<file path="src/rtl/multicycle_sequencer.sv">
// Decode-stage sequencer for multi-cycle instructions (CALL/RET/RTI/LDM) and
// interrupt entry; overrides the combinational control unit while busy.
module multicycle_sequencer #(
  parameter int PC_W      = 32,
  parameter int STK_W     = 16,
  parameter int FLUSH_CYC = 2,
  parameter int IDX_W     = 1
) (
  input  logic             clk,
  input  logic             rst_n,
  input  logic             instr_valid,
  input  logic [2:0]       op_class,
  input  logic             bubble,
  input  logic             hold,
  input  logic             irq,
  output logic             busy,
  output logic             accept,
  output logic             push_en,
  output logic             pop_en,
  output logic [IDX_W-1:0] word_idx,
  output logic             pc_load,
  output logic             vector_sel,
  output logic             save_ccr,
  output logic             restore_ccr,
  output logic             imm_phase,
  output logic             flush,
  output logic             irq_ack
);

  localparam int WORDS = PC_W / STK_W;
  localparam int FW    = (FLUSH_CYC > 0) ? $clog2(FLUSH_CYC + 1) : 1;

  localparam logic [IDX_W-1:0] LAST_IDX = IDX_W'(WORDS - 1);
  localparam logic [FW-1:0]    FLOAD    = FW'((FLUSH_CYC > 0) ? FLUSH_CYC - 1 : 0);

  localparam logic [2:0] OP_CALL = 3'd1;
  localparam logic [2:0] OP_RET  = 3'd2;
  localparam logic [2:0] OP_RTI  = 3'd3;
  localparam logic [2:0] OP_LDM  = 3'd4;

  typedef enum logic [2:0] {
    S_IDLE,
    S_PUSH,
    S_POP,
    S_IMM,
    S_FLUSH
  } state_t;

  typedef enum logic [1:0] {
    M_CALL,
    M_INT,
    M_RET,
    M_RTI
  } mode_t;

  state_t           state_q, state_d;
  mode_t            mode_q, mode_d;
  logic [IDX_W-1:0] cnt_q, cnt_d;
  logic [FW-1:0]    fcnt_q, fcnt_d;
  logic             irq_pend_q, irq_pend_d;

  logic is_idle;
  logic take_irq;
  logic take_instr;
  logic last_word;
  logic mc_class;

  always_comb begin
    is_idle    = (state_q == S_IDLE);
    last_word  = (cnt_q == LAST_IDX);
    mc_class   = (op_class == OP_CALL) || (op_class == OP_RET) ||
                 (op_class == OP_RTI)  || (op_class == OP_LDM);
    take_irq   = is_idle && !hold && (irq_pend_q || irq);
    take_instr = is_idle && !hold && !take_irq && !bubble && instr_valid && mc_class;
  end

  // Next-state; everything except irq_pend freezes while hold is high.
  always_comb begin
    state_d    = state_q;
    mode_d     = mode_q;
    cnt_d      = cnt_q;
    fcnt_d     = fcnt_q;
    irq_pend_d = (irq_pend_q || irq) && !take_irq;

    if (!hold) begin
      case (state_q)
        S_IDLE: begin
          if (take_irq) begin
            mode_d  = M_INT;
            state_d = S_PUSH;
            cnt_d   = '0;
          end else if (take_instr) begin
            cnt_d = '0;
            case (op_class)
              OP_CALL: begin
                mode_d  = M_CALL;
                state_d = S_PUSH;
              end
              OP_RET: begin
                mode_d  = M_RET;
                state_d = S_POP;
              end
              OP_RTI: begin
                mode_d  = M_RTI;
                state_d = S_POP;
              end
              default: state_d = S_IMM;
            endcase
          end
        end
        S_PUSH, S_POP: begin
          if (last_word) begin
            cnt_d = '0;
            if (FLUSH_CYC == 0) begin
              state_d = S_IDLE;
            end else begin
              state_d = S_FLUSH;
              fcnt_d  = FLOAD;
            end
          end else begin
            cnt_d = cnt_q + 1'b1;
          end
        end
        S_IMM: state_d = S_IDLE;
        S_FLUSH: begin
          if (fcnt_q == '0) begin
            state_d = S_IDLE;
          end else begin
            fcnt_d = fcnt_q - 1'b1;
          end
        end
        default: state_d = S_IDLE;
      endcase
    end
  end

  always_ff @(posedge clk or negedge rst_n) begin
    if (!rst_n) begin
      state_q    <= S_IDLE;
      mode_q     <= M_CALL;
      cnt_q      <= '0;
      fcnt_q     <= '0;
      irq_pend_q <= 1'b0;
    end else begin
      state_q    <= state_d;
      mode_q     <= mode_d;
      cnt_q      <= cnt_d;
      fcnt_q     <= fcnt_d;
      irq_pend_q <= irq_pend_d;
    end
  end

  // IDLE-cycle decodes are qualified by rst_n so every output is 0 in reset.
  always_comb begin
    busy        = !is_idle;
    flush       = (state_q == S_FLUSH);
    push_en     = (state_q == S_PUSH) && !hold;
    pop_en      = (state_q == S_POP) && !hold;
    pc_load     = ((state_q == S_PUSH) || (state_q == S_POP)) && last_word && !hold;
    vector_sel  = pc_load && (mode_q == M_INT);
    restore_ccr = (state_q == S_POP) && last_word && !hold && (mode_q == M_RTI);
    imm_phase   = (state_q == S_IMM) && !hold;
    accept      = take_instr && rst_n;
    irq_ack     = take_irq && rst_n;
    save_ccr    = take_irq && rst_n;
    word_idx    = '0;
    if (state_q == S_PUSH) begin
      word_idx = cnt_q;
    end else if (state_q == S_POP) begin
      word_idx = LAST_IDX - cnt_q;
    end
  end

endmodule

</file>
<file path="config.mk">
export PLATFORM = sky130hd
export DESIGN_NAME = multicycle_sequencer
export DESIGN_NICKNAME = d
export VERILOG_FILES = /design/src/rtl/multicycle_sequencer.sv
export SDC_FILE = /design/constraint.sdc
export NUM_CORES = 1
export LEC_CHECK = 0
export ABC_AREA = 1
export ABC_CLOCK_PERIOD_IN_PS = 2400
export CAP_MARGIN = 0
export CORE_UTILIZATION = 48
export DETAILED_ROUTE_END_ITERATION = 8
export PLACE_DENSITY = 0.82
export SKIP_CTS_REPAIR_TIMING = 1
export SLEW_MARGIN = 20
export SYNTH_ARGS = -nofsm -noshare
export SYNTH_HDL_FRONTEND = slang
export SYNTH_SLANG_ARGS = --single-unit
</file>
<file path="constraint.sdc">
create_clock -name clk -period 2.4 [get_ports clk]
set_input_delay 0.24 -clock clk [delete_from_list [all_inputs] [get_ports clk]]
set_output_delay 0.24 -clock clk [all_outputs]
set_load 0.02 [all_outputs]
</file>
==> impl_metrics.tcl, run 1 <==
set metrics [dict create \
    outcome "finished clean" \
    insertedDiodeCount 0 \
    drc_errors 0 \
    met3WireLength_um 53 \
    route.vias.total 705 \
    m1WireLength_um 720 \
    cts.path.max_buffers 2 \
    crit_fanout 5 \
    hold_path_class "input pin to asynchronous set/reset pin" \
    yosys_register_bits 9 \
    wl_per_cell_um 11.1 \
    cts_buffers 3 \
    drtPass1Iterations 6 \
    grt_pass1_wl_um 2320 \
    layout_common_cells "nand2_1, clkdlybuf4s50_1, inv_1" \
    cts_tree "done" \
    synth_cell_types 20 \
    dieWidth_um 39.9 \
    syn_area_per_cell_um2 6.98 \
    vdd_ir_drop_max_uv 613 \
    skew_ps 2.07 \
    final_util_pct 72.4 \
    cp_slowest_stage_delay_ps 600 \
    fillCellCount 107 \
    syn_inst 99 \
    drt_iter0_drc 15 \
    start_util_pct 52.4 \
    met2RoutedLength_um 772 \
    via_per_inst 5.04 \
    insertion_delay_ps 260 \
    dieArea_um2 1590 \
    slew_violations 0 \
    grt_pass1_vias 582 \
    drv_cap 0 \
    fmax_mhz 450 \
    cts.sink_count 9 \
    layout_commonest_cell "nand2_1" \
    critPathKind "register to output port" \
    rsz0062_at_grt "no" \
    rows 13 \
    highest_layer "met4" \
    fin_setup_tns_ps 0 \
    end_kind "output port" \
    setup_violations 0 \
    nets 136 \
    dp_hpwl_um 1230 \
    drive_gt1_share_pct 19.2 \
    yosysTopAreaCell "dfrtp_1" \
    slowest_stage "clkdlybuf4s50_1" \
    synthTopCellsByArea "dfrtp_1, nand2_1, inv_1" \
    h-tree-depth 1 \
    path_buf_inv 2 \
    ant_nets 0 \
    p_total_uw 1050 \
    grt_max_degree 10 \
    antenna_found_initial 0 \
    slew_headroom_pct 82.5 \
    grt_use_total_pct 22.1 \
    cp_cell_sequence "nor2_1 -> nand2_2 -> nand2_4 -> nand3_1 -> inv_1 -> clkdlybuf4s50_1" \
    synth_top_area_share_pct 32.6 \
    port_buffers 20 \
    fp.dieH_um 39.9 \
    synth.net_count 109 \
    core_area_um2 1320 \
    ios 21 \
    hold_viol 0 \
    final.min_clock_period_ps 2220 \
    clkTransAtPathRegs_ps 60 \
    gp_congestion 0.797 \
    grt_overflow 0 \
    powerDensity_nw_per_um2 1100 \
    post-route-period-util_pct 92.6 \
    seq_area_frac_synth_pct 32.6 \
    totalWireLength_um 1550 \
    crit_family "buffers and inverters" \
    tightest_slew_ps 263 \
    synth_area_um2 691 \
    clockRootBuffer "clkbuf_4" \
    yosys_warnings 0 \
    leakage_uw 0.000479 \
    start_kind "register" \
    syn2layout_area_growth_pct 38.0 \
    crit_arrival_ps 1980 \
    cp.required_ps 2160 \
]
[logic make-up (layout without fill, tap and decap cells)]
| family | Yosys count | count (layout) | share of synthesized area [%] |
|---|---|---|---|
| AOI/OAI and AO/OA | 10 | 10 | 9.42 |
| adders and majority gates | 1 | 1 | 1.81 |
| buffers and inverters | 18 | 44 | 10.3 |
| DFF | 9 | 9 | 32.6 |
| and+or+nand+nor | 61 | 61 | 45.8 |
[final cells by class]
type | instances | area [um^2] | share of cell area [%]
Inverter | 17 | 63.8 | 6.69
Timing Repair Buffer | 23 | 225 | 23.6
Multi-Input combinational cell | 72 | 394 | 41.3
Clock buffer | 4 | 26.3 | 2.76
Sequential cell | 9 | 225 | 23.6
Tap cell | 15 | 18.8 | 1.97
[synthesized netlist by cell type, drive strengths merged]
| master | instances |
|---|---|
| nor2 | 17 |
| ha | 1 |
| nand4 | 3 |
| dfrtp | 9 |
| buf | 1 |
| o21ai | 6 |
| nand2 | 27 |
| inv | 17 |
| a21oi | 4 |
| nor3 | 3 |
| nand3 | 11 |
[sequential cells by signal, summed over array words and instances (netlist names)]
signal and count:
state_q 3, cnt_q 1, irq_pend_q 1, mode_q 2, fcnt_q 2
[per-stage QoR]
stage	cells	hold slack [ps]	worst slack [ps]	instance area, um^2
after floorplan	99	-55.6	805	691
after global placement	136	514	217	925
after detailed placement	136	524	194	925
after CTS	140	340	37.6	951
after global routing	140	347	117	953
final	140	338	178	953
[final timing paths]
| check | from | end | slack, ps | depth (start not counted) |
|---|---|---|---|---|
| setup / recovery | state_q[1]$_DFFE_PN0P_ | pc_load | 180 | 6 |
| hold / removal | rst_n | cnt_q$_DFFE_PN0P_ | 340 | 2 |
| setup reg to reg | state_q[2]$_DFFE_PN0P_ | state_q[2]$_DFFE_PN0P_ | 1040 | 8 |
| hold reg to reg | fcnt_q[1]$_DFFE_PN0P_ | fcnt_q[1]$_DFFE_PN0P_ | 530 | 2 |
| max in group asynchronous | rst_n | mode_q[0]$_DFFE_PN0P_ | 1930 | 2 |
| min in group clk | fcnt_q[1]$_DFFE_PN0P_ | fcnt_q[1]$_DFFE_PN0P_ | 530 | 2 |
[report_power, final]
group	internal [uW]	switching, uW
Clock	64.1	54.4
Sequential	210	68.5
Combinational	261	391
[routing by layer]
layer / vias up / global-route usage, %
li1: 366 / -
met1: 320 / 30.0
met2: 17 / 35.5
met3: 2 / 3.33
met4: 0 / 7.76
met5: - / 0
(Power assumes the default switching activity.)
==> run 2: changes to the inputs <==
- CORE_UTILIZATION: 48 -> 36
- PLACE_DENSITY: 0.82 -> not set
==> run 2 against run 1 <==
- clock-buffer cell count is the same
- fmax shrank 1.9%
- combinational power is essentially flat
- first-iteration DRC count shrank 40%
- sequential cell count is the same
- worst hold slack lost 1.7 ps
- non-clock buffer count is the same
- clock power shrank 3%
- largest cell class unchanged
==> impl_metrics.tcl, run 2 (same netlist as run 1, synthesis figures left out) <==
set metrics [dict create \
    multi_input_area_um2 394 \
    critPathKind "register to output port" \
    dp_hpwl_um 1290 \
    start_util_pct 39.1 \
    cts.sink_count 9 \
    clkPwrFrac_pct 11.1 \
    fmax_mhz 441 \
    fp.dieH_um 45.8 \
    rsz0062_at_grt "no" \
    insertion_delay_ps 260 \
    cts.path.max_buffers 2 \
    layout_common_cells "nand2_1, clkdlybuf4s50_1, inv_1" \
    grt.busiest_layer "met2" \
    net-switching-power_uw 504 \
    p_seq_share_pct 26.5 \
    stdcell_area_um2 963 \
    grt_max_degree 10 \
    antenna_found_initial 0 \
    insertedDiodeCount 0 \
    dieArea_um2 2100 \
    wl_per_cell_um 10.3 \
    grt_pass1_wl_um 2560 \
    vdd_ir_drop_max_uv 483 \
    core_area_um2 1760 \
    reg2reg_depth 7 \
    p_int_uw 535 \
    skew_ps 1.67 \
    slowest_stage "clkdlybuf4s50_1" \
    met2_usage_pct 27.1 \
    layout.cells.non_filler 150 \
    hold_slack_ps 336 \
    gp_congestion 0.750 \
    slew_headroom_pct 83.5 \
    grt_pass1_vias 617 \
    ant_nets 0 \
    start_kind "register" \
    totalWireLength_um 1550 \
    h-tree-depth 1 \
    regMostFlops "state_q" \
    placed_cells 146 \
    r2r-end "fcnt_q[0]$_DFFE_PN0P_" \
    syn2layout_area_growth_pct 39.5 \
    hold_path_class "input pin to asynchronous set/reset pin" \
    nets 136 \
    largest_register_ffs 3 \
    pre_cts_ws_ps 189 \
    final.min_clock_period_ps 2270 \
    fin_setup_tns_ps 0 \
    powerDensity_nw_per_um2 1080 \
    drv_cap 0 \
    end_kind "output port" \
    drt_iter0_drc 9 \
    hold_viol 0 \
    post-route-period-util_pct 94.4 \
    grt_use_total_pct 17.3 \
    outcome "finished clean" \
    crit_arrival_ps 2030 \
    cp_slowest_stage_delay_ps 630 \
    crit_fanout 6 \
    leakage_uw 0.000461 \
    route.vias.total 693 \
    setup_violations 0 \
    cp.required_ps 2160 \
    drc_errors 0 \
    swShare_pct 48.5 \
    rows 15 \
    grt_util_met1_pct 22.4 \
    regArea_um2 225 \
    regToRegStartpoint "state_q[1]$_DFFE_PN0P_" \
    cts_buffers 3 \
    cp_cell_sequence "nor2_1 -> nand2_2 -> nand2_4 -> nand3_1 -> nor3_1 -> clkdlybuf4s50_1" \
    reg.largest.list "state_q (3), fcnt_q (2), mode_q (2)" \
    clockRootBuffer "clkbuf_4" \
    timing.final.ws_setup_ps 135 \
    slew_violations 0 \
    tightest_slew_ps 248 \
    grt_overflow 0 \
    port_buffers 20 \
    grt_use_met3_pct 7.14 \
    clkTransAtPathRegs_ps 60 \
    placed_area_um2 937 \
    drtPass1Iterations 3 \
    regToRegSetupSlack_ps 1030 \
    drive_gt1_share_pct 19.2 \
    fillCellCount 187 \
    combPwrFrac_pct 62.4 \
    via_per_inst 4.62 \
    dieWidth_um 45.8 \
    cts_tree "done" \
    ios 21 \
]
-- run 2: cell types whose count changed in the layout (fill, tap and decap cells not counted) --
cell             change
dlymetal6s2s_1       -1
clkdlybuf4s50_1      +1
-- run 2: cell type report --
class | instances | share of cell area [%]
Inverter | 17 | 6.62
Clock buffer | 4 | 2.73
Sequential cell | 9 | 23.4
Timing Repair Buffer | 23 | 23.1
Tap cell | 25 | 3.25
Multi-Input combinational cell | 72 | 40.9
-- run 2: stage by stage --
stage / total power, uW / util (%)
3_3_place_gp: 925 / 53.1
6_report: 1040 / 54.6
5_1_grt: 1130 / 54.6
2_1_floorplan: 727 / -
4_1_cts: 1050 / 54.6
3_5_place_dp: 929 / 53.1
-- run 2: critical path, delay by kind of cell (launching register included) --
kind | cells | cell delay, ps
flip-flops | 1 | 450
buffers and inverters | 1 | 630
AND/OR/NAND/NOR | 5 | 690
-- run 2: how the worst max path moves through the flow --
| stage | startpoint | slack (ps) | cells after the start | to |
|---|---|---|---|---|
| after CTS | state_q[1]$_DFFE_PN0P_ | 140 | 6 | vector_sel |
| after global routing | state_q[2]$_DFFE_PN0P_ | 20 | 6 | vector_sel |
| after detailed placement | hold | 190 | 7 | accept |
| final | state_q[2]$_DFFE_PN0P_ | 130 | 6 | vector_sel |
| after floorplan | state_q[1]$_DFFE_PN0P_ | 810 | 5 | vector_sel |
| after global placement | hold | 210 | 7 | accept |
-- run 2: power groups by stage --
| stage | clock (uW) | sequential (uW) | combinational [uW] |
|---|---|---|---|
| 3_5_place_dp | 0 | 279 | 650 |
| 4_1_cts | 122 | 276 | 655 |
| 6_report | 115 | 276 | 649 |
| 3_3_place_gp | 0 | 280 | 645 |
| 2_1_floorplan | 0 | 265 | 461 |
| 5_1_grt | 129 | 285 | 718 |
-- run 2: routing by layer --
metal  vias up  wire length (um)
met5         -                 0
li1        366                 -
met2         8               744
met3         2                31
met4         0                10
met1       317               761
==> run 3: changes to the inputs <==
- PLACE_DENSITY_LB_ADDON: not set -> 0.15
- SKIP_LAST_GASP: not set -> 1
==> run 3 against run 2 <==
- total power is 0.38% higher
- sequential share of layout area is the same
- highest routed layer unchanged
- global-route usage is 0.65 points higher
- register-to-register slack is essentially flat
- sequential power about the same
- clock skew about the same
- via count fell by 1.2%
- sequential cell count stayed put
- non-clock buffer count unchanged
- clock-buffer cell count unchanged
- die area unchanged
==> impl_metrics.tcl, run 3 (same netlist as run 1, synthesis figures left out) <==
set metrics [dict create \
    outcome "finished clean" \
    r2r-end "fcnt_q[0]$_DFFE_PN0P_" \
    insertion_delay_ps 260 \
    start_util_pct 39.1 \
    cts.path.max_buffers 2 \
    ant_nets 0 \
    drtPass1Iterations 4 \
    dp_hpwl_um 1170 \
    nets 136 \
    grt_pass1_vias 619 \
    clockRootBuffer "clkbuf_4" \
    stdcell_area_um2 963 \
    tightest_slew_ps 266 \
    reg.largest.list "state_q (3), fcnt_q (2), mode_q (2)" \
    ios 21 \
    route.vias.total 685 \
    port_buffers 20 \
    rsz0062_at_grt "no" \
    slew_headroom_pct 82.3 \
    clkTransAtPathRegs_ps 60 \
    fmax_mhz 434 \
    crit_fanout 5 \
    dieArea_um2 2100 \
    critPathKind "register to output port" \
    leakage_uw 0.000461 \
    hold_viol 0 \
    wl_per_cell_um 9.75 \
    grt_max_degree 10 \
    drc_errors 0 \
    drive_gt1_share_pct 19.2 \
    powerDensity_nw_per_um2 1080 \
    largest_register_ffs 3 \
    rows 15 \
    hold_path_class "input pin to asynchronous set/reset pin" \
    end_kind "output port" \
    via_per_inst 4.57 \
    cp.required_ps 2160 \
    setup_violations 0 \
    antenna_found_initial 0 \
    start_kind "register" \
    regToRegSetupSlack_ps 1030 \
    layout_common_cells "nand2_1, clkdlybuf4s50_1, inv_1" \
    grt_overflow 0 \
    slew_violations 0 \
    reg2reg_depth 7 \
    hold_slack_ps 322 \
    fin_setup_tns_ps 0 \
    placed_area_um2 937 \
    gp_congestion 0.763 \
    h-tree-depth 1 \
    vdd_ir_drop_max_uv 656 \
    regMostFlops "state_q" \
    totalWireLength_um 1460 \
    critical_path.startpoint "state_q[1]$_DFFE_PN0P_" \
    cts_tree "done" \
    endpoint "vector_sel" \
    fp.dieH_um 45.8 \
    insertedDiodeCount 0 \
    crit_arrival_ps 2060 \
    syn2layout_area_growth_pct 39.5 \
    drv_cap 0 \
    skew_ps 1.33 \
    core_area_um2 1760 \
    dieWidth_um 45.8 \
    regToRegStartpoint "state_q[1]$_DFFE_PN0P_" \
    drt_iter0_drc 19 \
    cts.sink_count 9 \
    grt_use_total_pct 18.0 \
    post-route-period-util_pct 95.9 \
    grt_pass1_wl_um 2590 \
    cts_buffers 3 \
    final.min_clock_period_ps 2300 \
]
[run 3: final cells by class]
| class | count | area (um^2) |
|---|---|---|
| Clock buffer | 4 | 26.3 |
| Multi-Input combinational cell | 72 | 394 |
| Tap cell | 25 | 31.3 |
| Sequential cell | 9 | 225 |
| Timing Repair Buffer | 23 | 223 |
| Inverter | 17 | 63.8 |
| Fill cell | 193 | 801 |
[run 3: per-layer routing]
layer	vias to the layer above	wire [um]	GRT usage [%]
met5	-	0	0
met4	0	17	7.06
met3	2	67	7.14
met2	16	686	26.6
met1	302	690	23.4
li1	365	-	-
[run 3: critical path: stages, from the launching register on]
cell	delay, ps
dfrtp_1	450
nor2_1	210
nand2_2	100
nand2_4	120
nand3_1	110
nor3_1	180
clkdlybuf4s50_1	640
[run 3: worst min-delay path by stage]
stage | from | to | slack [ps] | cells past startpoint
2_1_floorplan | rst_n | cnt_q$_DFFE_PN0P_ | -60 | 0
3_3_place_gp | fcnt_q[0]$_DFFE_PN0P_ | fcnt_q[0]$_DFFE_PN0P_ | 530 | 2
3_5_place_dp | irq_pend_q$_DFF_PN0_ | irq_pend_q$_DFF_PN0_ | 530 | 2
4_1_cts | rst_n | state_q[2]$_DFFE_PN0P_ | 310 | 2
5_1_grt | rst_n | state_q[2]$_DFFE_PN0P_ | 340 | 2
6_report | rst_n | state_q[2]$_DFFE_PN0P_ | 320 | 2
[run 3: per-stage QoR]
stage	worst slack, ps	util, %	power (uW)	cells
floorplan	805	-	727	99
global placement	215	53.1	923	146
detailed placement	202	53.1	925	146
CTS	102	54.6	1050	150
global route	6.27	54.6	1140	150
finish	98.2	54.6	1040	150
[run 3: report_power, final]
| group | internal, uW | leakage [uW] | switching [uW] |
|---|---|---|---|
| logic | 261 | 0.000335 | 391 |
| registers | 210 | 0.000111 | 67.2 |
| clock network | 63.9 | 0.0000150 | 50.1 |
| total | 535 | 0.000461 | 509 |
==> patch 1 (flow settings as in run 3) <==
The parameter `FLUSH_CYC` goes from 2 to 4.
--- a/src/rtl/multicycle_sequencer.sv
+++ b/src/rtl/multicycle_sequencer.sv
@@ -5,3 +5,3 @@
   parameter int STK_W     = 16,
-  parameter int FLUSH_CYC = 2,
+  parameter int FLUSH_CYC = 4,
   parameter int IDX_W     = 1
Formal check against the unedited RTL: not equivalent (Yosys sat finds a counterexample within 10 cycles, from zero or initial values and one cycle with rst_n low).
==> patch 1 against run 3 <==
- design area increased by 6.6%
- sequential cell count up 1
- core utilization decreased by 1.7 points
- total power up 7.2%
- non-clock buffer count stayed put
- register-to-register slack lost 0.03 ns
- first-iteration DRC count fell by 53%
- synthesized area increased by 7.1%
- clock power rose by 33%
- setup slack gained 0.036 ns
- routed wire length up 8.3%
- worst hold slack improved by 0.00061 ns
- clock skew up 0.0048 ns
- fmax rose by 1.6%
- largest power group unchanged
==> patch 1: results (changes against run 3) <==
| Metric | Value |
|---|---|
| Met1 wire length | 759 um (was 690 um) |
| Global-route wire length before repair | 2601 um (was 2594 um) |
| Largest registers | fcnt_q: 3 flops, state_q: 3 flops, mode_q: 2 flops (was state_q: 3 flops, fcnt_q: 2 flops, mode_q: 2 flops) |
| Met1 Resource Use GR | 21.50% (was 23.36%) |
| Worst Setup EP | accept (was vector_sel) |
| Final net count | 147 (was 136) |
| Total global-route track usage | 16.17% (was 17.98%) |
| Initial detailed-routing violation count | 9 (was 19) |
| Placer Congestion | 0.8493 (was 0.7633) |
| Hold_ws | 0.3222 ns (was 0.3216 ns) |
| R2r endpoint | state_q[0] (was fcnt_q[0]) |
| Met3 Usage GRT | 2.308% (was 7.143%) |
| Post-synthesis cell type count | 22 (was 20) |
| Pin count of the biggest net entering global routing | 11 (was 10) |
| Fill count | 196 (was 193) |
| Synth cell count leaders | 25 x nand2_1, 17 x inv_1, 16 x nor2_1 (was 20 x nand2_1, 16 x inv_1, 11 x nor2_1) |
| Worst VDD drop | 616.6 uV (was 656.3 uV) |
| Share of layout cells above drive strength 1 | 14.81% (was 19.20%) |
| Worst setup path startpoint | hold (was state_q[1]) |
| Setup ws final | 0.1337 ns (was 0.09820 ns) |
| Met2 usage | 25.21% (was 26.57%) |
| Seq pwr share | 27.7% (was 26.5%) |
| Pint | 0.5913 mW (was 0.5349 mW) |
| Critical path data arrival time | 2.03 ns (was 2.06 ns) |
| Largest cells by area after synthesis | dfrtp_1 34%, nand2_1 13%, inv_1 8.6% (was dfrtp_1 33%, nand2_1 11%, inv_1 8.7%) |
| Initial DRT Pass Iterations | 4 (unchanged) |
| Met2 wire len | 703 um (was 686 um) |
| Lkg Pwr | 0.5274 nW (was 0.4606 nW) |
| Post-place setup slack | 0.1487 ns (was 0.2021 ns) |
| Antenna violations before repair | 0 (unchanged) |
| Met3 wire len | 83 um (was 67 um) |
| Drt wl/cell | 9.778 um (was 9.747 um) |
| Worst r2r path cells | 8 (was 7) |
| FF-to-FF Start | state_q[0] (was state_q[1]) |
| Register area share after synthesis | 33.84% (was 32.61%) |
| Outcome | finished, final reports clean (unchanged) |
| Post-Synthesis Net Count | 120 (was 109) |
| Crit-path max cell delay | 0.61 ns (was 0.64 ns) |
| Clock skew | 0.006095 ns (was 0.001334 ns) |
| R2R setup slack | 1.00 ns (was 1.03 ns) |
[patch 1: logic make-up (layout without fill, tap and decap cells)]
logic type      after synthesis  count (layout)  synth area share [%]
compound gates               12              12                 10.49
fa+ha+maj                     2               2                 3.384
flops                        10              10                 33.84
buf+inv                      19              45                 10.15
xor+xnor                      1               1                 1.185
simple gates                 65              65                 40.95
[patch 1: final cells by class]
| cell class | count | area, um2 | area share [%] |
|---|---|---|---|
| Inverter | 18 | 67.56 | 6.577 |
| Multi-Input combinational cell | 80 | 414.1 | 40.32 |
| Sequential cell | 10 | 250.2 | 24.36 |
| Timing Repair Buffer | 23 | 225.2 | 21.92 |
| Clock buffer | 4 | 36.28 | 3.532 |
| Tap cell | 27 | 33.78 | 3.289 |
[patch 1: stage by stage]
stage,power [mW],std cells,instance area [um2]
2_1_floorplan,0.7635,109,739.5
3_3_place_gp,0.9672,158,988.4
3_5_place_dp,0.9752,158,988.4
4_1_cts,1.130,162,1025
5_1_grt,1.237,162,1027
6_report,1.119,162,1027
==> patch 2 (flow settings as in run 3) <==
Made on the original files. Put a register stage on the output `irq_ack`. The value now appears one clock later. The other outputs are not delayed to match.
--- a/src/rtl/multicycle_sequencer.sv
+++ b/src/rtl/multicycle_sequencer.sv
@@ -54,2 +54,4 @@
   } mode_t;
+
+  logic irq_ack_d;
 
@@ -163,3 +165,3 @@
     accept      = take_instr && rst_n;
-    irq_ack     = take_irq && rst_n;
+    irq_ack_d   = take_irq && rst_n;
     save_ccr    = take_irq && rst_n;
@@ -173,2 +175,6 @@
 
+  always_ff @(posedge clk) begin
+    irq_ack <= irq_ack_d;
+  end
+
 endmodule
Behaviour: not the same (Yosys sat finds a counterexample within 4 cycles, from zero or initial values and one cycle with rst_n low).
==> patch 2 against run 3 <==
- synthesized area rose by 2.0%
- routed wire length rose by 12%
- total power fell by 4.4%
- highest routed layer unchanged
- design area rose by 3.2%
- die area rose by 1.9%
- fmax rose by 4.5%
- sequential cell count rose by 1
- setup slack improved by 0.10 ns
==> patch 2: results (changes against run 3) <==
| Metric | Value |
|---|---|
| Vias in the first global route | 641 (was 619) |
| Post-Synthesis Net Count | 110 (was 109) |
| R2r endpoint | state_q[1] (was fcnt_q[0]) |
| Global-route wire length before repair | 2739 um (was 2594 um) |
| Lkg Pwr | 0.4743 nW (was 0.4606 nW) |
| Placer Congestion | 0.8706 (was 0.7633) |
| Outcome | finished, final reports clean (unchanged) |
| P_sw | 0.4594 mW (was 0.5086 mW) |
| Maximum fanout along the worst path | 4 (was 5) |
| Mean post-synth cell area | 7.044 um2 (was 6.976 um2) |
| Share of layout cells above drive strength 1 | 19.69% (was 19.20%) |
| Slew @ Worst Pin | 0.2265 ns (was 0.2661 ns) |
| Largest cells by area after synthesis | dfrtp_1 32%, nand2_1 12%, inv_1 8.0% (was dfrtp_1 33%, nand2_1 11%, inv_1 8.7%) |
| Crit-path max cell delay | 0.60 ns (was 0.64 ns) |
| Worst VDD drop | 527.3 uV (was 656.3 uV) |
| Clock skew | 0.003341 ns (was 0.001334 ns) |
| Met2 usage | 28.17% (was 26.57%) |
| Register area share after synthesis | 34.81% (was 32.61%) |
| Average vias per placed instance | 4.757 (was 4.567) |
| Final HPWL DP | 1312 um (was 1166 um) |
| Crit-path leading delay family | buffers and inverters (was simple AND/OR/NAND/NOR gates) |
| Synth cell count leaders | 22 x nand2_1, 15 x inv_1, 10 x nor2_1 (was 20 x nand2_1, 16 x inv_1, 11 x nor2_1) |
| Share of flip-flops with an asynchronous set or reset | 90.00% (was 100.0%) |
| Total global-route track usage | 18.18% (was 17.98%) |
| Critical path data arrival time | 1.96 ns (was 2.06 ns) |
| Placed instance area | 958.4 um2 (was 937.1 um2) |
| Dpl cells | 148 (was 146) |
| Hold_ws | 0.3331 ns (was 0.3216 ns) |
| Met1 Resource Use GR | 24.22% (was 23.36%) |
| Post-place setup slack | 0.2141 ns (was 0.2021 ns) |
| Initial detailed-routing violation count | 26 (was 19) |
| Met3 wire len | 139 um (was 67 um) |
| Post-Route WL | 1642 um (was 1462 um) |
| Worst r2r path cells | 8 (was 7) |
| R2R setup slack | 1.01 ns (was 1.03 ns) |
| Met2 wire len | 735 um (was 686 um) |
patch 2: cell count changes after synthesis, sizes merged, moves of 2 or more:
| cell | delta |
|---|---|
| nor2 | -2 |
| nand3b | +2 |
| nand2 | +3 |
| nand4 | -2 |
patch 2: worst max path at each step:
stage	slack [ns]	to	startpoint
floorplan	0.87	vector_sel	state_q[2]
global route	0.01	vector_sel	state_q[2]
CTS	0.19	accept	state_q[1]
global placement	0.26	accept	irq
detailed placement	0.21	vector_sel	hold
finish	0.20	vector_sel	hold
patch 2: cells by family (layout without fill, tap and decap cells):
kind of cell	Yosys count	after routing	share of synthesized area, %
AOI/OAI and AO/OA	9	9	6.394
adders and majority gates	1	1	1.776
and+or+nand+nor	62	62	47.43
buffers and inverters	18	45	9.591
DFF	10	10	34.81
patch 2: area by class of cell:
class	count	area [um2]
Timing Repair Buffer	23	222.7
Sequential cell	10	245.2
Multi-Input combinational cell	72	391.6
Inverter	18	67.56
Clock buffer	4	36.28
Fill cell	176	788.3
Tap cell	25	31.28
